**src/rtl/joy_serial_reader.sv**
```systemverilog
// Serial (74HC165-style) joystick chain reader: loads the pads, shifts PLAYERS*BITS
// bits in, and commits per-player button words and presence flags once per frame.
module joy_serial_reader #(
    parameter int PLAYERS = 2,
    parameter int BITS    = 12,
    parameter int DIV     = 32,
    parameter int GAP     = 1024
) (
    input  logic                    clk,
    input  logic                    sys_reset,
    input  logic                    enable,
    input  logic                    joy_data,
    output logic                    joy_clk,
    output logic                    joy_load,
    output logic [PLAYERS*16-1:0]   joystick,
    output logic [PLAYERS-1:0]      present,
    output logic                    frame_done
);
    // state    | meaning
    // IDLE     | outputs idle, waiting for enable
    // LOAD     | joy_load low for DIV cycles
    // SHIFT_LO | joy_clk low for DIV cycles, sample bit k on the last cycle
    // SHIFT_HI | joy_clk high for DIV cycles, advance k or finish
    // COMMIT   | one cycle: update joystick/present, pulse frame_done
    // GAP      | GAP idle cycles before the next frame
    localparam logic [2:0] S_IDLE   = 3'd0;
    localparam logic [2:0] S_LOAD   = 3'd1;
    localparam logic [2:0] S_SHLO   = 3'd2;
    localparam logic [2:0] S_SHHI   = 3'd3;
    localparam logic [2:0] S_COMMIT = 3'd4;
    localparam logic [2:0] S_GAP    = 3'd5;

    localparam int N    = PLAYERS * BITS;
    localparam int TMAX = (DIV > GAP) ? DIV : GAP;
    localparam int TW   = (TMAX > 1) ? $clog2(TMAX) : 1;
    localparam int KW   = (N > 1) ? $clog2(N) : 1;

    if (PLAYERS < 1 || PLAYERS > 4) begin : g_bad_players
        $error("joy_serial_reader: PLAYERS must be in 1..4");
    end
    if (BITS < 1 || BITS > 16) begin : g_bad_bits
        $error("joy_serial_reader: BITS must be in 1..16");
    end
    if (DIV < 4) begin : g_bad_div
        $error("joy_serial_reader: DIV must be >= 4");
    end
    if (GAP < 1) begin : g_bad_gap
        $error("joy_serial_reader: GAP must be >= 1");
    end

    logic [2:0]              state_q, state_d;
    logic [TW-1:0]           tmr_q, tmr_d;
    logic [KW-1:0]           k_q, k_d;
    logic                    tmr_done;
    logic [1:0]              sync_q;
    logic [N-1:0]            shadow_q;
    logic                    joy_clk_q, joy_load_q, frame_done_q;
    logic [PLAYERS*16-1:0]   joystick_q, joy_nxt;
    logic [PLAYERS-1:0]      present_q, pres_nxt;
    logic [BITS-1:0]         pbits;

    always_comb begin
        state_d  = state_q;
        tmr_d    = tmr_q;
        k_d      = k_q;
        tmr_done = (tmr_q == '0);
        case (state_q)
            S_IDLE: begin
                if (enable) begin
                    state_d = S_LOAD;
                    tmr_d   = TW'(DIV - 1);
                end
            end
            S_LOAD: begin
                if (tmr_done) begin
                    state_d = S_SHLO;
                    tmr_d   = TW'(DIV - 1);
                    k_d     = '0;
                end else begin
                    tmr_d = tmr_q - 1'b1;
                end
            end
            S_SHLO: begin
                if (tmr_done) begin
                    state_d = S_SHHI;
                    tmr_d   = TW'(DIV - 1);
                end else begin
                    tmr_d = tmr_q - 1'b1;
                end
            end
            S_SHHI: begin
                if (!tmr_done) begin
                    tmr_d = tmr_q - 1'b1;
                end else if (k_q == KW'(N - 1)) begin
                    state_d = S_COMMIT;
                end else begin
                    state_d = S_SHLO;
                    tmr_d   = TW'(DIV - 1);
                    k_d     = k_q + 1'b1;
                end
            end
            S_COMMIT: begin
                state_d = S_GAP;
                tmr_d   = TW'(GAP - 1);
            end
            S_GAP: begin
                if (!tmr_done) begin
                    tmr_d = tmr_q - 1'b1;
                end else if (enable) begin
                    state_d = S_LOAD;
                    tmr_d   = TW'(DIV - 1);
                end else begin
                    state_d = S_IDLE;
                end
            end
            default: state_d = S_IDLE;
        endcase
    end

    // A player whose every bit reads pressed is treated as absent (line held low).
    always_comb begin
        joy_nxt  = '0;
        pres_nxt = '0;
        pbits    = '0;
        for (int p = 0; p < PLAYERS; p++) begin
            pbits       = shadow_q[p*BITS +: BITS];
            pres_nxt[p] = ~&pbits;
            joy_nxt[p*16 +: 16] = pres_nxt[p] ? 16'(pbits) : 16'h0000;
        end
    end

    always_ff @(posedge clk) begin
        if (!sys_reset) begin
            state_q      <= S_IDLE;
            tmr_q        <= '0;
            k_q          <= '0;
            sync_q       <= '0;
            shadow_q     <= '0;
            joy_clk_q    <= 1'b0;
            joy_load_q   <= 1'b1;
            frame_done_q <= 1'b0;
            joystick_q   <= '0;
            present_q    <= '0;
        end else begin
            state_q      <= state_d;
            tmr_q        <= tmr_d;
            k_q          <= k_d;
            sync_q       <= {sync_q[0], joy_data};
            if (state_q == S_SHLO && tmr_done) begin
                shadow_q[k_q] <= ~sync_q[1];
            end
            joy_clk_q    <= (state_d == S_SHHI);
            joy_load_q   <= (state_d != S_LOAD);
            frame_done_q <= (state_d == S_COMMIT);
            if (state_d == S_COMMIT) begin
                joystick_q <= joy_nxt;
                present_q  <= pres_nxt;
            end
        end
    end

    assign joy_clk    = joy_clk_q;
    assign joy_load   = joy_load_q;
    assign frame_done = frame_done_q;
    assign joystick   = joystick_q;
    assign present    = present_q;

endmodule

```
**config.mk**
```make
export PLATFORM = sky130hd
export DESIGN_NAME = joy_serial_reader
export DESIGN_NICKNAME = d
export VERILOG_FILES = /design/src/rtl/joy_serial_reader.sv
export SDC_FILE = /design/constraint.sdc
export NUM_CORES = 1
export LEC_CHECK = 0
export CAP_MARGIN = 10
export CORE_MARGIN = 2
export CORE_UTILIZATION = 45
export CTS_CLUSTER_SIZE = 40
export DETAILED_ROUTE_END_ITERATION = 10
export HOLD_SLACK_MARGIN = 0.02
export PLACE_DENSITY = 0.69
export SLEW_MARGIN = 5
export SYNTH_ARGS = -nofsm -noshare
export SYNTH_HDL_FRONTEND = slang
export SYNTH_SLANG_ARGS = --single-unit
```
**constraint.sdc**
```tcl
create_clock -name clk -period 2.1 [get_ports clk]
set_input_delay 0.42 -clock clk [delete_from_list [all_inputs] [get_ports clk]]
set_output_delay 0.42 -clock clk [all_outputs]
set_load 0.02 [all_outputs]
```
; ---- Yosys cells after proc, flatten, opt, wreduce, memory -nomap -nowiden
; Cells that the tools add are included.
[word_totals]
reg_bits = 81
out_inout_bits = 37
[classes]
n_addsub = 2
n_lt_le_gt_ge = 2
n_eq_ne = 13
n_mux = 23
bitwise = 1
n_reduce_logical = 13
[ops]
columns = cell, n
row1 = 2-to-1 mux 10 bit, 5
row2 = one-hot mux 10 bit (5 select lines), 1
row3 = bitwise mux 24 bit, 1
row4 = 2-to-1 mux 12 bit, 2
row5 = AND reduction 12 bit, 2
row6 = 2-to-1 mux 3 bit, 6
row7 = one-hot mux 3 bit (6 select lines), 1
row8 = 2-to-1 mux 5 bit, 3
row9 = zero test 10 bit, 1
row10 = one-hot mux 5 bit (2 select lines), 1
row11 = subtractor 10 x 1 -> 10 bit (second input constant), 1
row12 = == test 3 x 2 -> 1 bit (second input constant), 3
row13 = == test 3 bit (second input constant), 3
row14 = less-than comparator 5 x 6 -> 1 bit (second input constant), 1
row15 = != test 2 bit (second input constant), 3
row16 = adder 5 x 1 -> 5 bit (second input constant), 1
row17 = demux 1 bit (select 5 bit), 1
row18 = == test 5 bit (second input constant), 1
row19 = >= comparator 5 x 1 -> 1 bit (second input constant), 1
row20 = nonzero test 5 bit, 1
row21 = AND reduction 4 bit, 1
row22 = == test 3 x 1 -> 1 bit (second input constant), 1
row23 = zero test 3 bit, 1
row24 = != test 3 x 1 -> 1 bit (second input constant), 1
row25 = 8 further kinds, 11

; ---- Longest topological paths before layout
; Gate-level depths: netlist of the first run.
[depth]
ltp_word = 5
mapped_depth = 8
depth_no_buf = 7

; ---- Least setup slack after synthesis of the first run
; OpenSTA, ideal clock, no wires.
[synth_timing]
path_type = register to register
start = register tmr_q[0]
end = register tmr_q[3]
setup_time_ps = 119
t_arrival_ps = 2089
t_required_ps = 1981
setup_slack_ps = -108
path_stages_with_launch = 8
path_buffers = 0
period_less_slack_ps = 2208
cell_sequence = dfxtp_1 inv_1 ha_1 or4b_4 or4_4 o2111ai_4 a21oi_2 o221a_1
[synth_via]
elab_chain_len = 3
elab_cells_between_ends = 8
cone_classes = add/sub: 1 / eq/ne: 1 / mux: 4 / reduce/logical: 2
[synth_lines]
columns = item, line_no
row1 = start: declaration, 52  ; logic [TW-1:0] tmr_q, tmr_d;
row2 = start signal: assignment, 146  ; tmr_q <= tmr_d;
row3 = subtractor 10 x 1 -> 10 bit or zero test 10 bit (tied branches), --
row4 = 2-to-1 mux 10 bit (tied with other cells), 107  ; if (!tmr_done) begin
row5 = one-hot mux 10 bit (5 select lines) or AND reduction 2 bit (tied branches), --
; Parallel ways exist; a longest one is shown, timed or not.
; A chain may end at the register's enable or synchronous reset.

; ---- Worst setup path in the final report of the first run
[layout_timing]
start = register tmr_q[0]
end = register tmr_q[0]
[layout_via]
elab_chain_len = 3
elab_cells_between_ends = 9
cone_classes = add/sub: 1 / eq/ne: 1 / mux: 5 / reduce/logical: 2
[layout_lines]
columns = item, line_no
row1 = subtractor 10 x 1 -> 10 bit (tied with other cells), --
row2 = 2-to-1 mux 10 bit (tied with other cells), 107
row3 = one-hot mux 10 bit (5 select lines) or AND reduction 2 bit (tied branches), --
; Parallel ways exist; a longest one is shown, timed or not.

==> impl_results.md, run 1 <==
- DR iter-0 viols: 216
- Antenna Cells: 0
- Cells after DPL: 524
- Total congestion overflow: 0
- Setup_tns: -0.711 ns
- Crit path from: tmr_q[0]
- Max Clk Rate: 455 MHz
- Ys async rst share: 0%
- Critical R2R Launch: tmr_q[0]
- Multi-input logic area: 1960 um2
- Reg clk slew, reported paths: 0.08 ns
- CTS tree: done
- CP Launch Type: flip-flop
- 1st-pass router iterations: 5
- Layout Cells excl Fill: 554
- Critical path class: flip-flop to flip-flop
- Power, Total: 3.09 mW
- Final WL: 9.22 mm
- Core ar.: 7250 um2
- Post-synth EDFFs: 0
- Worst R2R Setup Slack: -0.1 ns
- Endpoints failing setup: 27
- HPWL after DPL: 5.74 mm
- Number of global-route vias before repair: 2912
- Gate power share: 17.3%
- Worst Setup Slack, final: -0.0962 ns
- Num ports: 41
- Net Sw Frac: 28.5%
- Fin. Hold Viols: 0
- Worst hold path type: flip-flop to flip-flop
- DRC Markers: 0
- Port Buffers: 32
- Largest net degree at the start of global routing: 39
- Mapped Cells: 375
- First-pass GRT wire length: 14.1 mm
- Synth warn: 0
- WP data required: 2.34 ns
- Critical path's slowest cell: or4b_4
- CP Capture Type: flip-flop
- Net Switching: 0.880 mW
- RSZ-0062 raised after global routing: yes
- Yosys reg bits: 73
- Failing checks: setup timing
- Pleak: 1.69 nW
- Primary FF master, synth: dfxtp_1
- GPL Wtd Cong: 0.919
- Hold Path End: sync_q[1]
- Max incr delay on CP: 0.51 ns
- # H-tree levels: 3
- # nets final: 460
- Max Cap Viol: 0
- Worst Tran Pin Value: 0.558 ns
- Hold Startpoint: sync_q[0]
- Chip Width: 90.3 um
- Clock period minus worst slack: 2.20 ns
- Synth-to-layout area growth: 38.5%
- Row count: 31
- WP data arrival: 2.44 ns
- Fillers: 587
- Fin util: 64.0%
- CP max FO: 5
- Clock power frac: 35.9%
- Clock skew: 0.0117 ns
- Cell Pwr Density: 666 nW/um2
- Post-Syn Area: 3350 um2
- Slew headroom: 62.8%
- Routed len/inst: 16.6 um
- Layout cells sized above 1: 32.7%
- Via Count: 3115
- Die area: 8160 um2
- Worst Hold Slack: 0.436 ns
- Most common cell after layout, fill and taps aside: dfxtp_1
- Syn Area/Cell: 8.94 um2
- Clock Path Buffers: 2
- Cell variety after synth: 60
- Worst hold stages: 1
- Initial antenna violation count: 0
- Chip height: 90.3 um
- CP cell instances: inv_2, ha_4, or4b_4, or4_4, o2111ai_4, mux2_2, nor2_1
- R2R cell count: 7
- CTS Root Cell: clkbuf_8
- Crit Reg-Reg Endpoint: tmr_q[0]
- Antenna-violating nets left: 0
- Most frequent cells in the layout: dfxtp_1 (69), buf_4 (52), nor2_1 (42)
- Maximum VDD drop: 410 uV
- Final Cycle Share: 105%
- Top delay family on crit path: simple AND/OR/NAND/NOR gates
- Cts bufs inserted: 9
- Internal power: 2.21 mW
- Slew Viols, Final: 0
- GRT Overall Usage: 21.2%
- Avg Vias per Cell: 5.62
- Clk sinks: 73
- Buffers plus inverters on the worst setup path: 1
- Flop pwr share: 46.7%
- FF+latch area: 1470 um2
- Status: finished, violations left
- Starting density of the core: 46.2%
- Post-synthesis sequential area ratio: 43.6%
- Skew-Pair Late Insertion Delay: 0.36 ns
-- how the worst max path moves through the flow --
stage / to / slack, ns / cells past startpoint
2_1_floorplan: joystick[23] / -0.02 / 8
3_3_place_gp: tmr_q[3] / -0.03 / 7
3_5_place_dp: tmr_q[3] / -0.10 / 7
4_1_cts: tmr_q[3] / -0.05 / 7
5_1_grt: tmr_q[0] / -0.15 / 7
6_report: tmr_q[0] / -0.1 / 7
-- synth_stat cells (all sizes together), types with 8 or more instances --
| cell type | number | area, um2 |
|---|---|---|
| o21ai | 10 | 50.0 |
| a21oi | 32 | 164 |
| nor2 | 44 | 165 |
| nor3 | 9 | 56.3 |
| a311oi | 19 | 173 |
| a22oi | 26 | 195 |
| buf | 16 | 113 |
| dfxtp | 73 | 1460 |
| nand4 | 12 | 75.1 |
| clkbuf | 22 | 82.6 |
| nand2 | 25 | 93.8 |
| inv | 8 | 30.0 |
-- stage by stage --
| stage | setup WS, ns | area (um2) |
|---|---|---|
| 6_report | -0.0962 | 4640 |
| 3_3_place_gp | -0.0267 | 4020 |
| 3_5_place_dp | -0.101 | 4020 |
| 5_1_grt | -0.153 | 4640 |
| 2_1_floorplan | -0.0173 | 3390 |
| 4_1_cts | -0.0515 | 4290 |
-- power by group through the flow --
| stage | combinational (mW) | sequential [mW] | clock [mW] |
|---|---|---|---|
| after floorplan | 0.289 | 1.47 | 0 |
| after global placement | 0.421 | 1.47 | 0 |
| after detailed placement | 0.431 | 1.47 | 0 |
| after CTS | 0.467 | 1.44 | 1.12 |
| after global routing | 0.570 | 1.45 | 1.18 |
| final | 0.536 | 1.44 | 1.11 |
-- layer usage --
layer | up-vias | track usage [%] | wire (um)
met3 | 15 | 3.84 | 376
li1 | 1533 | - | -
met5 | - | 0 | 0
met1 | 1484 | 29.6 | 4380
met2 | 83 | 31.8 | 4290
met4 | 0 | 10.0 | 176
-- cell type report --
class | instances | area share [%]
clock inverters | 6 | 1.46
well taps | 99 | 2.67
repair buffers | 95 | 18.7
inverters | 8 | 0.647
clock buffers | 10 | 2.75
flip-flops and latches | 73 | 31.6
multi-input cells | 263 | 42.2
-- repair_timing --
| item | in CTS | in global routing |
|---|---|---|
| setup endpoints to repair | 37 | 58 |
| setup buffers | 6 | 5 |
| gates cloned | 0 | 3 |
| gates resized for setup | 10 | 64 |
| pin swaps | 6 | 59 |
| hold buffers | 0 | 0 |
-- kinds of logic (layout without fill, tap and decap cells) --
group / after synthesis / in the layout / synth area share (%)
AO/OA/AOI/OAI: 112 / 112 / 24.0
XOR/XNOR: 2 / 2 / 0.522
adder cells (fa/ha/maj): 6 / 6 / 2.24
buffers and inverters: 46 / 119 / 6.72
flip-flops: 73 / 73 / 43.6
multiplexers: 7 / 7 / 2.13
other: 1 / 8 / 0.112
AND/OR/NAND/NOR: 128 / 128 / 20.7
-- flip-flops by register name, indices dropped and copies added (netlist names) --
signal	cells
joy_load	1
frame_done	1
shadow_q	24
joy_clk	1
joystick	24
present	2
state_q	3
tmr_q	10
sync_q	2
k_q	5
Power figures use the tool's default switching activity.
==> inputs of run 2 (changes only) <==
--- a/config.mk
+++ b/config.mk
@@ -7,11 +7,11 @@
 export LEC_CHECK = 0
 export CAP_MARGIN = 10
 export CORE_MARGIN = 2
-export CORE_UTILIZATION = 45
+export CORE_UTILIZATION = 50
 export CTS_CLUSTER_SIZE = 40
 export DETAILED_ROUTE_END_ITERATION = 10
 export HOLD_SLACK_MARGIN = 0.02
-export PLACE_DENSITY = 0.69
+export PLACE_DENSITY = 0.76
 export SLEW_MARGIN = 5
 export SYNTH_ARGS = -nofsm -noshare
 export SYNTH_HDL_FRONTEND = slang
==> run 2 against run 1 <==
The run ends with DRC, setup timing left; design area down 2.0%; worst setup slack better by 0.027 ns; non-clock buffer count fell by 1; wire length increased by 2.3%; sequential power about the same; die area decreased by 9.6%; global-route usage up 3.2 points; cell count is 4.2% lower; sequential share of layout area increased by 0.61 points; critical endpoint is now joystick[8].
==> impl_results.md, run 2 (synthesized netlist as in run 1, its figures left out) <==
- Maximum VDD drop: 567 uV (+38%)
- Clock Path Buffers: 2 (unchanged)
- Most frequent cells in the layout: dfxtp_1 (70), buf_4 (48), nor2_1 (43)
- DR iter-0 viols: 236 (+9.3%)
- GRT Overall Usage: 24.4% (+3.2 points)
- Layout Cells excl Fill: 531 (-4.2%)
- Reg clk slew, reported paths: 0.08 ns (about the same)
- Top delay family on crit path: simple AND/OR/NAND/NOR gates
- Clock period minus worst slack: 2.17 ns (-0.0266 ns)
- Most common cell after layout, fill and taps aside: dfxtp_1
- Row count: 29 (-6.5%)
- Via Count: 3252 (+4.4%)
- Cells after DPL: 505 (-3.6%)
- Critical path class: flip-flop to flip-flop
- Hold Startpoint: sync_q[0]
- Max incr delay on CP: 0.55 ns (+0.04 ns)
- Status: finished, violations left
- # nets final: 459 (-0.22%)
- CTS tree: done
- Power, Total: 2.96 mW (-4.3%)
- Worst hold path type: flip-flop to flip-flop
- First-pass GRT wire length: 14.3 mm (+1.0%)
- Antenna Cells: 0 (unchanged)
- DRC Markers: 5 (+5)
- Pre-CTS setup slack: -0.0659 ns (+0.0346 ns)
- Num ports: 41 (unchanged)
- Crit Reg-Reg Endpoint: joystick[8]
- Buffers plus inverters on the worst setup path: 3 (+2)
- WP data required: 2.34 ns (about the same)
- Port Buffers: 32 (unchanged)
- Pleak: 1.69 nW (-0.11%)
- Layout cells sized above 1: 30.2% (-2.6 points)
- Failing checks: DRC, setup timing
- Critical path's slowest cell: or4_4
- Max Clk Rate: 461 MHz (+1.2%)
- Worst hold stages: 1 (unchanged)
- Cts hold-fix bufs: 0 (unchanged)
- Max Cap Viol: 0 (unchanged)
- CP Depth: 8 (+1)
- Crit path top cell by count: buf_6
- Hold Path End: sync_q[1]
- Slew Viols, Final: 0 (unchanged)
- Largest net degree at the start of global routing: 44 (+13%)
- Chip Width: 85.9 um (-4.9%)
- WP data arrival: 2.41 ns (-0.03 ns)
- Worst Tran Pin Value: 0.567 ns (+0.00925 ns)
- Skew-Pair Late Insertion Delay: 0.35 ns (about the same)
- Endpoints failing setup: 27 (unchanged)
- Cts bufs inserted: 9 (unchanged)
- Number of global-route vias before repair: 2922 (+0.34%)
- Slew headroom: 62.1% (-0.70 points)
- Clock skew: 0.0109 ns (-0.000778 ns)
- Total congestion overflow: 0 (unchanged)
- Final WL: 9.43 mm (+2.3%)
- Final Cycle Share: 103% (-1.3 points)
- Fin. Hold Viols: 0 (unchanged)
- Antenna-violating nets left: 0 (unchanged)
- Worst R2R Setup Slack: -0.07 ns (+0.03 ns)
- Core ar.: 6420 um2 (-11%)
- Avg Vias per Cell: 6.12 (+8.9%)
- Routed len/inst: 17.8 um (+6.7%)
- Chip height: 85.9 um (-4.9%)
- CP max FO: 12 (+7)
- Clk sinks: 73 (unchanged)
- Synth-to-layout area growth: 35.7%
- HPWL after DPL: 5.96 mm (+3.8%)
- Cell Pwr Density: 650 nW/um2 (-2.3%)
- Initial antenna violation count: 0 (unchanged)
- Setup_tns: -0.704 ns (+0.00703 ns)
- CP Launch Type: flip-flop
- Worst Hold Slack: 0.453 ns (+0.0167 ns)
- Worst Setup Slack, final: -0.0696 ns (+0.0266 ns)
- Die area: 7380 um2 (-9.6%)
- CTS Root Cell: clkbuf_8
- 1st-pass router iterations: 8 (+3)
- RSZ-0062 raised after global routing: yes
- GPL Wtd Cong: 0.893 (-2.8%)
- Starting density of the core: 52.2% (+6.0 points)
- CP Capture Type: flip-flop
- # H-tree levels: 3 (unchanged)
- CP cell instances: or4_4, buf_6, nor3_4, nand4_1, buf_6, clkbuf_16, a22oi_1, nor2_1
- R2R cell count: 8 (+1)
- Critical R2R Launch: tmr_q[5]
-- run 2: cell types whose count changed in the layout (fill, tap and decap cells not counted), sizes merged --
| cell | previous run | this run |
|---|---|---|
| bufinv | 1 | 0 |
| clkbuf | 11 | 13 |
| buf | 62 | 60 |
-- run 2: area by class of cell --
cell class	instances	area, um2
Inverter	8	30.0
Timing Repair Buffer	94	887
Clock buffer	11	151
Sequential cell	73	1470
Fill cell	471	1870
Multi-Input combinational cell	263	1880
Clock inverter	5	37.5
Tap cell	77	96.3
-- run 2: power by group --
part	internal, mW	switching (mW)
combinational	0.212	0.263
sequential	1.42	0.0332
clock	0.497	0.539
total	2.12	0.835
-- run 2: repair_timing --
item,4_1_cts,5_1_grt
buffers inserted,1,5
gates resized for setup,13,51
pin swaps,4,38
setup endpoints to repair,36,43
cloned,0,4
-- run 2: worst max path at each step --
stage / start / to / slack [ns]
CTS: tmr_q[0] / tmr_q[0] / -0.03
finish: tmr_q[5] / joystick[8] / -0.07
global route: tmr_q[0] / shadow_q[4] / -0.17
detailed placement: tmr_q[1] / shadow_q[12] / -0.07
floorplan: tmr_q[0] / joystick[23] / -0.02
global placement: tmr_q[0] / tmr_q[3] / -0.0008
-- run 2: stage by stage --
step / cell area [um2] / utilization [%]
final: 4550 / 70.9
after global routing: 4550 / 70.9
after CTS: 4260 / 66.3
after detailed placement: 4020 / 62.6
after global placement: 4020 / 62.6
after floorplan: 3390 / -
-- run 2: layer usage --
metal	GRT usage, %	routed length (um)	vias to the layer above
met4	10.8	156	0
li1	-	-	1526
met2	35.7	4390	132
met5	0	0	-
met1	34.8	4300	1577
met3	4.52	578	17
